## config.mk

```make
export PLATFORM = sky130hd
export DESIGN_NAME = hazard_ctrl_flat
export DESIGN_NICKNAME = d
export VERILOG_FILES = /design/src/rtl/hazard_ctrl_if.sv /design/src/rtl/hazard_ctrl.sv /design/src/flat_wrapper.sv
export SDC_FILE = /design/constraint.sdc
export NUM_CORES = 1
export LEC_CHECK = 0
export ABC_AREA = 1
export BUFFER_PORTS_ARGS = -buffer_cell sky130_fd_sc_hd__buf_2
export CAP_MARGIN = 15
export CORE_MARGIN = 1.5
export CORE_UTILIZATION = 29
export DETAILED_ROUTE_END_ITERATION = 7
export PLACE_DENSITY = 0.49
export SLEW_MARGIN = 20
export SYNTH_ARGS = -nofsm -noshare
export SYNTH_HDL_FRONTEND = slang
export SYNTH_SLANG_ARGS = --single-unit
```

## constraint.sdc

```tcl
create_clock -name clk -period 2.4 [get_ports clk]
set_clock_uncertainty 0.1 [all_clocks]
set_input_delay 0.48 -clock clk [delete_from_list [all_inputs] [get_ports clk]]
set_output_delay 0.48 -clock clk [all_outputs]
set_load 0.005 [all_outputs]
```

## src/rtl/hazard_ctrl_if.sv

```systemverilog
// Control bundle between the 5-stage pipeline datapath and the hazard controller.
// The master modport is the datapath side. The slave modport is the controller side.
interface hazard_ctrl_if #(
   parameter int unsigned CNT_W = 16
);
   logic [4:0]       IDrs;
   logic [4:0]       IDrt;
   logic             IDusesRt;
   logic             EXMemRead;
   logic [4:0]       EXRt;
   logic             IDBranchTaken;
   logic             IDJump;
   logic             imemReady;
   logic             MEMAccess;
   logic             dmemReady;
   logic             PCWrite;
   logic             IFtoIDWrite;
   logic             IFtoIDFlush;
   logic             IDtoEXBubble;
   logic             pipeHold;
   logic             MEMtoWBBubble;
   logic [2:0]       ctrlState;
   logic [CNT_W-1:0] stallCycles;
   logic [CNT_W-1:0] flushCount;
   logic             memTimeout;

   modport master (
      output IDrs, IDrt, IDusesRt, EXMemRead, EXRt, IDBranchTaken, IDJump,
             imemReady, MEMAccess, dmemReady,
      input  PCWrite, IFtoIDWrite, IFtoIDFlush, IDtoEXBubble, pipeHold,
             MEMtoWBBubble, ctrlState, stallCycles, flushCount, memTimeout
   );

   modport slave (
      input  IDrs, IDrt, IDusesRt, EXMemRead, EXRt, IDBranchTaken, IDJump,
             imemReady, MEMAccess, dmemReady,
      output PCWrite, IFtoIDWrite, IFtoIDFlush, IDtoEXBubble, pipeHold,
             MEMtoWBBubble, ctrlState, stallCycles, flushCount, memTimeout
   );
endinterface

```

## src/rtl/hazard_ctrl.sv

```systemverilog
// Pipeline hazard and sequencing controller. It produces zero-latency stall, flush and bubble
// controls, and keeps the registered cause, the saturating counters and the dmem watchdog.
module hazard_ctrl #(
   parameter int unsigned CNT_W    = 16,
   parameter int unsigned WAIT_W   = 8,
   parameter int unsigned MAX_WAIT = 255
) (
   input  logic          clk,
   input  logic          rst,
   hazard_ctrl_if.slave  hz
);
   typedef enum logic [2:0] {
      RUN         = 3'd0,
      DMEM_WAIT   = 3'd1,
      LU_STALL    = 3'd2,
      REDIRECT    = 3'd3,
      IFETCH_WAIT = 3'd4
   } cause_t;

   cause_t             cause_c;
   cause_t             state_q;
   logic               lu_hazard_c;
   logic               pc_write_c;
   logic               if_id_write_c;
   logic               if_id_flush_c;
   logic               id_ex_bubble_c;
   logic               pipe_hold_c;
   logic               mem_wb_bubble_c;
   logic [CNT_W-1:0]   stall_q;
   logic [CNT_W-1:0]   flush_q;
   logic [WAIT_W-1:0]  wait_q;
   logic               timeout_q;

   // $0 is hardwired to zero, so a load into it can never create a real dependency
   assign lu_hazard_c = hz.EXMemRead && (hz.EXRt != 5'd0) &&
                        ((hz.EXRt == hz.IDrs) || (hz.IDusesRt && (hz.EXRt == hz.IDrt)));

   // Priority classification: a frozen pipe and a pending operand both defer redirects
   always_comb begin
      cause_c = RUN;
      if (hz.MEMAccess && !hz.dmemReady)      cause_c = DMEM_WAIT;
      else if (lu_hazard_c)                   cause_c = LU_STALL;
      else if (hz.IDBranchTaken || hz.IDJump) cause_c = REDIRECT;
      else if (!hz.imemReady)                 cause_c = IFETCH_WAIT;
   end

   always_comb begin
      pc_write_c      = 1'b1;
      if_id_write_c   = 1'b1;
      if_id_flush_c   = 1'b0;
      id_ex_bubble_c  = 1'b0;
      pipe_hold_c     = 1'b0;
      mem_wb_bubble_c = 1'b0;
      case (cause_c)
         DMEM_WAIT: begin
            pc_write_c      = 1'b0;
            if_id_write_c   = 1'b0;
            pipe_hold_c     = 1'b1;
            mem_wb_bubble_c = 1'b1;
         end
         LU_STALL: begin
            pc_write_c     = 1'b0;
            if_id_write_c  = 1'b0;
            id_ex_bubble_c = 1'b1;
         end
         REDIRECT: begin
            if_id_flush_c = 1'b1;
         end
         IFETCH_WAIT: begin
            pc_write_c    = 1'b0;
            if_id_flush_c = 1'b1;
         end
         default: ;
      endcase
   end

   always_ff @(posedge clk or posedge rst) begin
      if (rst) begin
         state_q   <= RUN;
         stall_q   <= '0;
         flush_q   <= '0;
         wait_q    <= '0;
         timeout_q <= 1'b0;
      end else begin
         state_q <= cause_c;
         if (!pc_write_c && (stall_q != '1))
            stall_q <= stall_q + 1'b1;
         if ((cause_c == REDIRECT) && (flush_q != '1))
            flush_q <= flush_q + 1'b1;
         // The watchdog counts consecutive wait cycles. It trips on the MAX_WAIT-th one.
         if (cause_c == DMEM_WAIT) begin
            if (wait_q != WAIT_W'(MAX_WAIT))
               wait_q <= wait_q + 1'b1;
            if (wait_q == WAIT_W'(MAX_WAIT - 1))
               timeout_q <= 1'b1;
         end else begin
            wait_q <= '0;
         end
      end
   end

   assign hz.PCWrite       = pc_write_c;
   assign hz.IFtoIDWrite   = if_id_write_c;
   assign hz.IFtoIDFlush   = if_id_flush_c;
   assign hz.IDtoEXBubble  = id_ex_bubble_c;
   assign hz.pipeHold      = pipe_hold_c;
   assign hz.MEMtoWBBubble = mem_wb_bubble_c;
   assign hz.ctrlState     = state_q;
   assign hz.stallCycles   = stall_q;
   assign hz.flushCount    = flush_q;
   assign hz.memTimeout    = timeout_q;
endmodule

```

## src/flat_wrapper.sv

```systemverilog
// flat-port wrapper written by rule: the top's interface ports become plain ports
module hazard_ctrl_flat 
#(
   parameter int unsigned CNT_W    = 16,
   parameter int unsigned WAIT_W   = 8,
   parameter int unsigned MAX_WAIT = 255
)
  (clk, rst, hz_IDrs, hz_IDrt, hz_IDusesRt, hz_EXMemRead, hz_EXRt, hz_IDBranchTaken, hz_IDJump, hz_imemReady, hz_MEMAccess, hz_dmemReady, hz_PCWrite, hz_IFtoIDWrite, hz_IFtoIDFlush, hz_IDtoEXBubble, hz_pipeHold, hz_MEMtoWBBubble, hz_ctrlState, hz_stallCycles, hz_flushCount, hz_memTimeout);
  hazard_ctrl_if #(.CNT_W(CNT_W)) hz_i ();
  input  logic clk;
  input  logic rst;
  input wire logic [$bits(hz_i.IDrs)-1:0] hz_IDrs;
  input wire logic [$bits(hz_i.IDrt)-1:0] hz_IDrt;
  input wire logic [$bits(hz_i.IDusesRt)-1:0] hz_IDusesRt;
  input wire logic [$bits(hz_i.EXMemRead)-1:0] hz_EXMemRead;
  input wire logic [$bits(hz_i.EXRt)-1:0] hz_EXRt;
  input wire logic [$bits(hz_i.IDBranchTaken)-1:0] hz_IDBranchTaken;
  input wire logic [$bits(hz_i.IDJump)-1:0] hz_IDJump;
  input wire logic [$bits(hz_i.imemReady)-1:0] hz_imemReady;
  input wire logic [$bits(hz_i.MEMAccess)-1:0] hz_MEMAccess;
  input wire logic [$bits(hz_i.dmemReady)-1:0] hz_dmemReady;
  output wire logic [$bits(hz_i.PCWrite)-1:0] hz_PCWrite;
  output wire logic [$bits(hz_i.IFtoIDWrite)-1:0] hz_IFtoIDWrite;
  output wire logic [$bits(hz_i.IFtoIDFlush)-1:0] hz_IFtoIDFlush;
  output wire logic [$bits(hz_i.IDtoEXBubble)-1:0] hz_IDtoEXBubble;
  output wire logic [$bits(hz_i.pipeHold)-1:0] hz_pipeHold;
  output wire logic [$bits(hz_i.MEMtoWBBubble)-1:0] hz_MEMtoWBBubble;
  output wire logic [$bits(hz_i.ctrlState)-1:0] hz_ctrlState;
  output wire logic [$bits(hz_i.stallCycles)-1:0] hz_stallCycles;
  output wire logic [$bits(hz_i.flushCount)-1:0] hz_flushCount;
  output wire logic [$bits(hz_i.memTimeout)-1:0] hz_memTimeout;
  assign hz_i.IDrs = hz_IDrs;
  assign hz_i.IDrt = hz_IDrt;
  assign hz_i.IDusesRt = hz_IDusesRt;
  assign hz_i.EXMemRead = hz_EXMemRead;
  assign hz_i.EXRt = hz_EXRt;
  assign hz_i.IDBranchTaken = hz_IDBranchTaken;
  assign hz_i.IDJump = hz_IDJump;
  assign hz_i.imemReady = hz_imemReady;
  assign hz_i.MEMAccess = hz_MEMAccess;
  assign hz_i.dmemReady = hz_dmemReady;
  assign hz_PCWrite = hz_i.PCWrite;
  assign hz_IFtoIDWrite = hz_i.IFtoIDWrite;
  assign hz_IFtoIDFlush = hz_i.IFtoIDFlush;
  assign hz_IDtoEXBubble = hz_i.IDtoEXBubble;
  assign hz_pipeHold = hz_i.pipeHold;
  assign hz_MEMtoWBBubble = hz_i.MEMtoWBBubble;
  assign hz_ctrlState = hz_i.ctrlState;
  assign hz_stallCycles = hz_i.stallCycles;
  assign hz_flushCount = hz_i.flushCount;
  assign hz_memTimeout = hz_i.memTimeout;
  hazard_ctrl #(.CNT_W(CNT_W), .WAIT_W(WAIT_W), .MAX_WAIT(MAX_WAIT)) u_core (.clk(clk), .rst(rst), .hz(hz_i));
endmodule
```

==> run metrics, run 1 <==
Post-synth EDFFs=0; CP Max Fanout=7; clock period minus worst slack=2023 ps; Cell Pwr Density=558.3 nW/µm²; met3 usage=0.02298; commonest non-fill, non-tap cell in the layout=nand2_1; arrival time at the worst endpoint=1440 ps; sw frac=0.3184; row count=35; Die H=100.3 µm; vias in the first global route=2,459; floorplan core area=9196 µm²; Most common cell on crit path=nand2_1; final core utilization=0.3578; Highest Clock Rate=494.4 MHz; pre-CTS setup slack=363.5 ps; Clock power frac=0.281; FF-to-FF path depth=7; CTS sink count=44; clock-pin slew on the worst setup and hold paths=80 ps; WL per Instance=11.78 µm; H-tree depth=2; synth top area cells=dfrtp_1, nand2_1, inv_1, nand3_1, nor2_1; setup bufs post-CTS=0; static leakage=1.715 nW; GRT met1 Usage=0.1884; post-CTS sizing=0; Sum Neg Setup Slack=0 ps; most frequent cells in the layout=nand2_1, buf_2, inv_1; port buffer count=65; remaining antenna violation count after routing=0; RSZ-0062 raised after global routing=false; Yosys reg bits=44; worst reg2reg endpoint=u_core.hz.flushCount[13]; GR Util All Layers=0.1415; max cap viols=0; final hold vios=0; worst hold path type=in -> async; wire length of the first global-routing pass=11,480 µm; Diodes inserted=0; Least-Margin Pin Slew=587.4 ps; Cell Int Power=0.001252 W; met2 usage in global routing=0.2381; Peak VDD IR=241.9 µV; Synth area leader=dfrtp_1; Layout area overhead=19.76%; remaining global-route overflow=0; gpl congestion=0.7968; r2r setup slk=380 ps; I/O pin count=66; total wire length=6572 µm; share of post-route cells with drive strength above 1=0.1991; ys async rst share=1.000; Synth top area share=0.4007; Remaining DRCs=0; initial core utilization=0.2988; final setup vio count=0; sequential area share after synthesis=0.4007; HPWL after detailed placement=4978 µm; number of hold buffers added after cts=0; Synth Warn #=0; CP Cell Sequence=buf_2, inv_1, nand2_1, nand2_1, nor2_1, nand3_1, nand2_2, nand2_4, nand2_1, a21oi_1, buf_2; Initial DRT Pass Iterations=4; Mean Syn Cell Area=7.250 µm²; CP endpoint kind=output pin; CP max stage delay=120 ps; DRT iter0 DRCs=115; Die Area=10,070 µm²; CTS max path bufs=2; Slew Viols, Final=0; status=completed; clk_lat worst skew=300 ps; synthesized cell area=2748 µm²; Mapped Nets=407; Crit path required time=1820 ps; Synth cell types=31; CTS Buf Count=5; Final WS setup=377.5 ps; Cells after Synth=379; Comb power frac=0.216; initial antenna violation count=0; vias per cell=4.561; Total Nets Final=475; largest net degree at the start of global routing=32; Die Span X=100.3 µm; Setup CP Type=in -> out; Slowest cell on crit path=a21oi_1; grt peak-use layer=met2; reg2reg start=u_core.hz.flushCount[0]; TritonCTS clock tree=yes; Critical Path Start Type=primary input; crit share post-route=0.8427; routed vias=2,545; Flop pwr share=0.504; Net Switching=0.0005850 W; clock root buffer=clkbuf_8; ys flop type=dfrtp_1; Slew HR=0.6078
==> power groups by stage <==
stage / Clock [W] / Sequential [W] / Combinational, W
floorplan: 0 / 0.000923 / 0.000248
global placement: 0 / 0.000938 / 0.000402
detailed placement: 0 / 0.000939 / 0.000404
CTS: 0.000530 / 0.000926 / 0.000406
global route: 0.000569 / 0.000940 / 0.000460
finish: 0.000516 / 0.000925 / 0.000396
==> kinds of logic (layout without fill, tap and decap cells) <==
| family | Yosys count | after routing | share of synthesized area |
|---|---|---|---|
| and+or+nand+nor | 207 | 207 | 0.3361 |
| buffers and inverters | 64 | 132 | 0.09517 |
| DFF | 44 | 44 | 0.4007 |
| AOI/OAI and AO/OA | 33 | 33 | 0.06376 |
| xor gates and xnor gates | 27 | 27 | 0.08607 |
| adders and majority gates | 4 | 4 | 0.01822 |
==> synth_stat cells, drive strengths merged (6+ instances only) <==
master	n
o21ai	23
nor2	38
inv	55
nor3	7
xor2	14
nand4	10
nand2	114
buf	8
dfrtp	44
nand3	35
xnor2	13
a21oi	6
==> cell type report <==
type | count | area [µm²]
sequential | 44 | 1101
inverter | 55 | 206.4
clock buffer | 7 | 96.34
tap | 111 | 138.9
multi-input combinational | 271 | 1385
timing repair buffer | 70 | 362.8
fill | 991 | 5906
==> sequential cells by signal (all words and copies together) (netlist names) <==
name / cells
u_core.hz.flushCount: 16
u_core.wait_q: 8
u_core.hz.ctrlState: 3
u_core.hz.stallCycles: 16
u_core.hz.memTimeout: 1
==> worst max-delay path: cells and delay by family <==
family	cells	cell delay, ps
AO/OA/AOI/OAI	1	120
AND/OR/NAND/NOR	7	520
buffers and inverters	3	320
==> worst max-delay path by stage <==
stage,start,endpoint,slack (ps),cells after the start
floorplan,hz_EXRt[0],hz_PCWrite,520,10
global placement,hz_EXRt[3],hz_PCWrite,370,11
detailed placement,u_core.hz.flushCount[0],u_core.hz.flushCount[13],360,7
CTS,u_core.hz.flushCount[0],u_core.hz.flushCount[13],360,7
global route,u_core.hz.flushCount[0],u_core.hz.flushCount[13],160,7
finish,hz_EXRt[0],hz_IFtoIDFlush,380,11
==> per-layer routing <==
metal	wire length, µm	vias up	share of wire
li1	-	1319	-
met1	3220	1173	0.49
met2	3083	47	0.47
met3	203	6	0.031
met4	65	0	0.0099
met5	0	-	0
==> metrics by stage <==
stage               area, µm²  std cells  hold slack [ps]  power (W)
finish                   3291        558            135.7   0.001837
global route             3291        558            183.6   0.001969
CTS                      3291        558            222.4   0.001862
detailed placement       3194        551            377.9   0.001343
global placement         3194        551            380.8   0.001340
floorplan                2748        379            362.1   0.001172
Power figures use the tool's default switching activity.
==> inputs of run 2 (changes only) <==
==> constraint.sdc (replaced) <==
create_clock -name clk -period 2 [get_ports clk]
set_clock_uncertainty 0.1 [all_clocks]
set_input_delay 0.4 -clock clk [delete_from_list [all_inputs] [get_ports clk]]
set_output_delay 0.4 -clock clk [all_outputs]
set_load 0.005 [all_outputs]
==> run 2 against run 1 <==
Effect of this change: flip-flop and latch count stayed put; largest cell class unchanged; final cell count grew 2.3%; largest power group unchanged; count of clock-buffer cells in the layout down 1; combinational power increased by 34%; critical path depth down 2.
==> run metrics, run 2 (synthesis results as in run 1) <==
status=completed; routed vias=2,569 (+0.94%); Slew Viols, Final=0 (unchanged); DRT iter0 DRCs=81 (-30%); sw frac=0.3106 (-0.007783); CTS max path bufs=2 (unchanged); Die H=100.3 µm (unchanged); Critical Path Start Type=primary input; clock period minus worst slack=1874 ps; WP buf/inv=4 (+1); row count=35 (unchanged); vias per cell=4.499 (-1.4%); number of hold buffers added after cts=0 (unchanged); initial core utilization=0.2988 (unchanged); crit share post-route=0.9372; Least-Margin Pin Slew=365.2 ps (-222.2 ps); total wire length=6573 µm (about the same); crit path to=hz_IFtoIDFlush; CP top delay family=buffers and inverters; Total Nets Final=487 (+2.5%); worst reg2reg endpoint=u_core.hz.flushCount[8]; CP Cell Sequence=buf_2, inv_1, nand4_1, o21ai_1, inv_1, nand2_4, nand2_1, a21oi_1, buf_2; clock root buffer=clkbuf_8; reg2reg start=u_core.hz.flushCount[0]; Highest Clock Rate=533.5 MHz; Net Switching=0.0007196 W (+23%); Die Span X=100.3 µm (unchanged); remaining antenna violation count after routing=0 (unchanged); Critical Path Stages=9 (-2); Comb power frac=0.230 (+0.014); Die Area=10,070 µm² (unchanged); max cap viols=0 (unchanged); floorplan core area=9196 µm² (unchanged); CTS Buf Count=5 (unchanged); commonest non-fill, non-tap cell in the layout=nand2_1; HPWL after detailed placement=4952 µm (-0.52%); CP endpoint kind=output pin; final hold vios=0 (unchanged); wire length of the first global-routing pass=11,390 µm (-0.84%); clock-pin slew on the worst setup and hold paths=80 ps (about the same); largest net degree at the start of global routing=45 (+41%); Cell Pwr Density=678.0 nW/µm² (+21%); WL per Instance=11.51 µm (-2.3%); CTS sink count=44 (unchanged); Flop pwr share=0.472 (-0.032); worst hold path type=in -> async; clk_lat worst skew=300 ps (about the same); FF-to-FF path depth=8 (+1); CP max stage delay=140 ps (+20 ps); initial antenna violation count=0 (unchanged); r2r setup slk=290 ps (-90 ps); final setup vio count=0 (unchanged); remaining global-route overflow=0 (unchanged); static leakage=1.785 nW (+4.1%); most frequent cells in the layout=nand2_1, buf_2, inv_1; Sum Neg Setup Slack=0 ps (unchanged); CP Max Fanout=5 (-2); Diodes inserted=0 (unchanged); H-tree depth=2 (unchanged); Crit path required time=1500 ps (-320 ps); Slowest cell on crit path=o21ai_1; share of post-route cells with drive strength above 1=0.2196 (+0.02046); RSZ-0062 raised after global routing=false; Setup CP Type=in -> out; port buffer count=65 (unchanged); gpl congestion=0.8073 (+1.3%); Layout area overhead=24.36%; arrival time at the worst endpoint=1370 ps (-70 ps); Cell Int Power=0.001597 W (+28%); TritonCTS clock tree=yes; I/O pin count=66 (unchanged); Remaining DRCs=0 (unchanged); Peak VDD IR=264.7 µV (+9.4%); GR Util All Layers=0.1413 (-0.0002120); Initial DRT Pass Iterations=4 (unchanged); Power, Total=0.002317 W (+26%); vias in the first global route=2,385 (-3.0%); Slew HR=0.7547 (+0.1469); Clock power frac=0.298 (+0.017); crit path from=hz_EXRt[2]
[run 2: area by class of cell]
type | instances | area (µm²)
fillers | 988 | 5779
repair buffers | 82 | 478.0
multi-input cells | 271 | 1385
inverters | 55 | 206.4
flip-flops and latches | 44 | 1101
well taps | 111 | 138.9
clock buffers | 6 | 72.57
clock inverters | 2 | 35.03
[run 2: worst reg2reg max path: cells and delay by family, from the launching register on]
kind | cells | cell delay, ps
AO/OA/AOI/OAI | 1 | 70
flip-flops | 1 | 390
adder cells (fa/ha/maj) | 1 | 240
AND/OR/NAND/NOR | 4 | 540
buffers and inverters | 2 | 260
[run 2: how the worst min path moves through the flow]
stage                          start                        end  depth (start not counted)
finish                           rst   u_core.hz.stallCycles[5]                          3
global route                     rst   u_core.hz.flushCount[15]                          3
global placement                 rst  u_core.hz.stallCycles[14]                          3
detailed placement               rst  u_core.hz.stallCycles[14]                          3
floorplan           u_core.wait_q[7]           u_core.wait_q[7]                          2
CTS                              rst           u_core.wait_q[3]                          3
[run 2: timing repair]
action                                  CTS  global route
resized for setup                         0             1
endpoints found under the setup margin    0             1
setup buffers                             0             1
[run 2: per-layer routing]
layer,GRT usage,up-vias,share of wire
li1,-,1349,-
met1,0.1917,1172,0.48
met2,0.2334,42,0.47
met3,0.02298,6,0.030
met4,0.03900,0,0.013
met5,0,-,0
[run 2: metrics by stage]
step                      instance area, µm²    util  instances  hold WS, ps  setup WS, ps
after detailed placement                3302  0.3590        562        360.5         95.46
after CTS                               3410  0.3707        570        25.12         87.55
after floorplan                         2748       -        379        362.1         280.5
after global routing                    3417  0.3716        571        24.59         20.09
after global placement                  3302  0.3590        562        359.0         138.6
final                                   3417  0.3716        571        1.920         125.6
[run 2: power by group through the flow]
| stage | clock (W) | sequential, W | combinational, W |
|---|---|---|---|
| 5_1_grt | 0.000762 | 0.00111 | 0.000615 |
| 2_1_floorplan | 0 | 0.00111 | 0.000298 |
| 3_3_place_gp | 0 | 0.00111 | 0.000535 |
| 3_5_place_dp | 0 | 0.00111 | 0.000538 |
| 4_1_cts | 0.000723 | 0.00109 | 0.000541 |
| 6_report | 0.000691 | 0.00109 | 0.000532 |
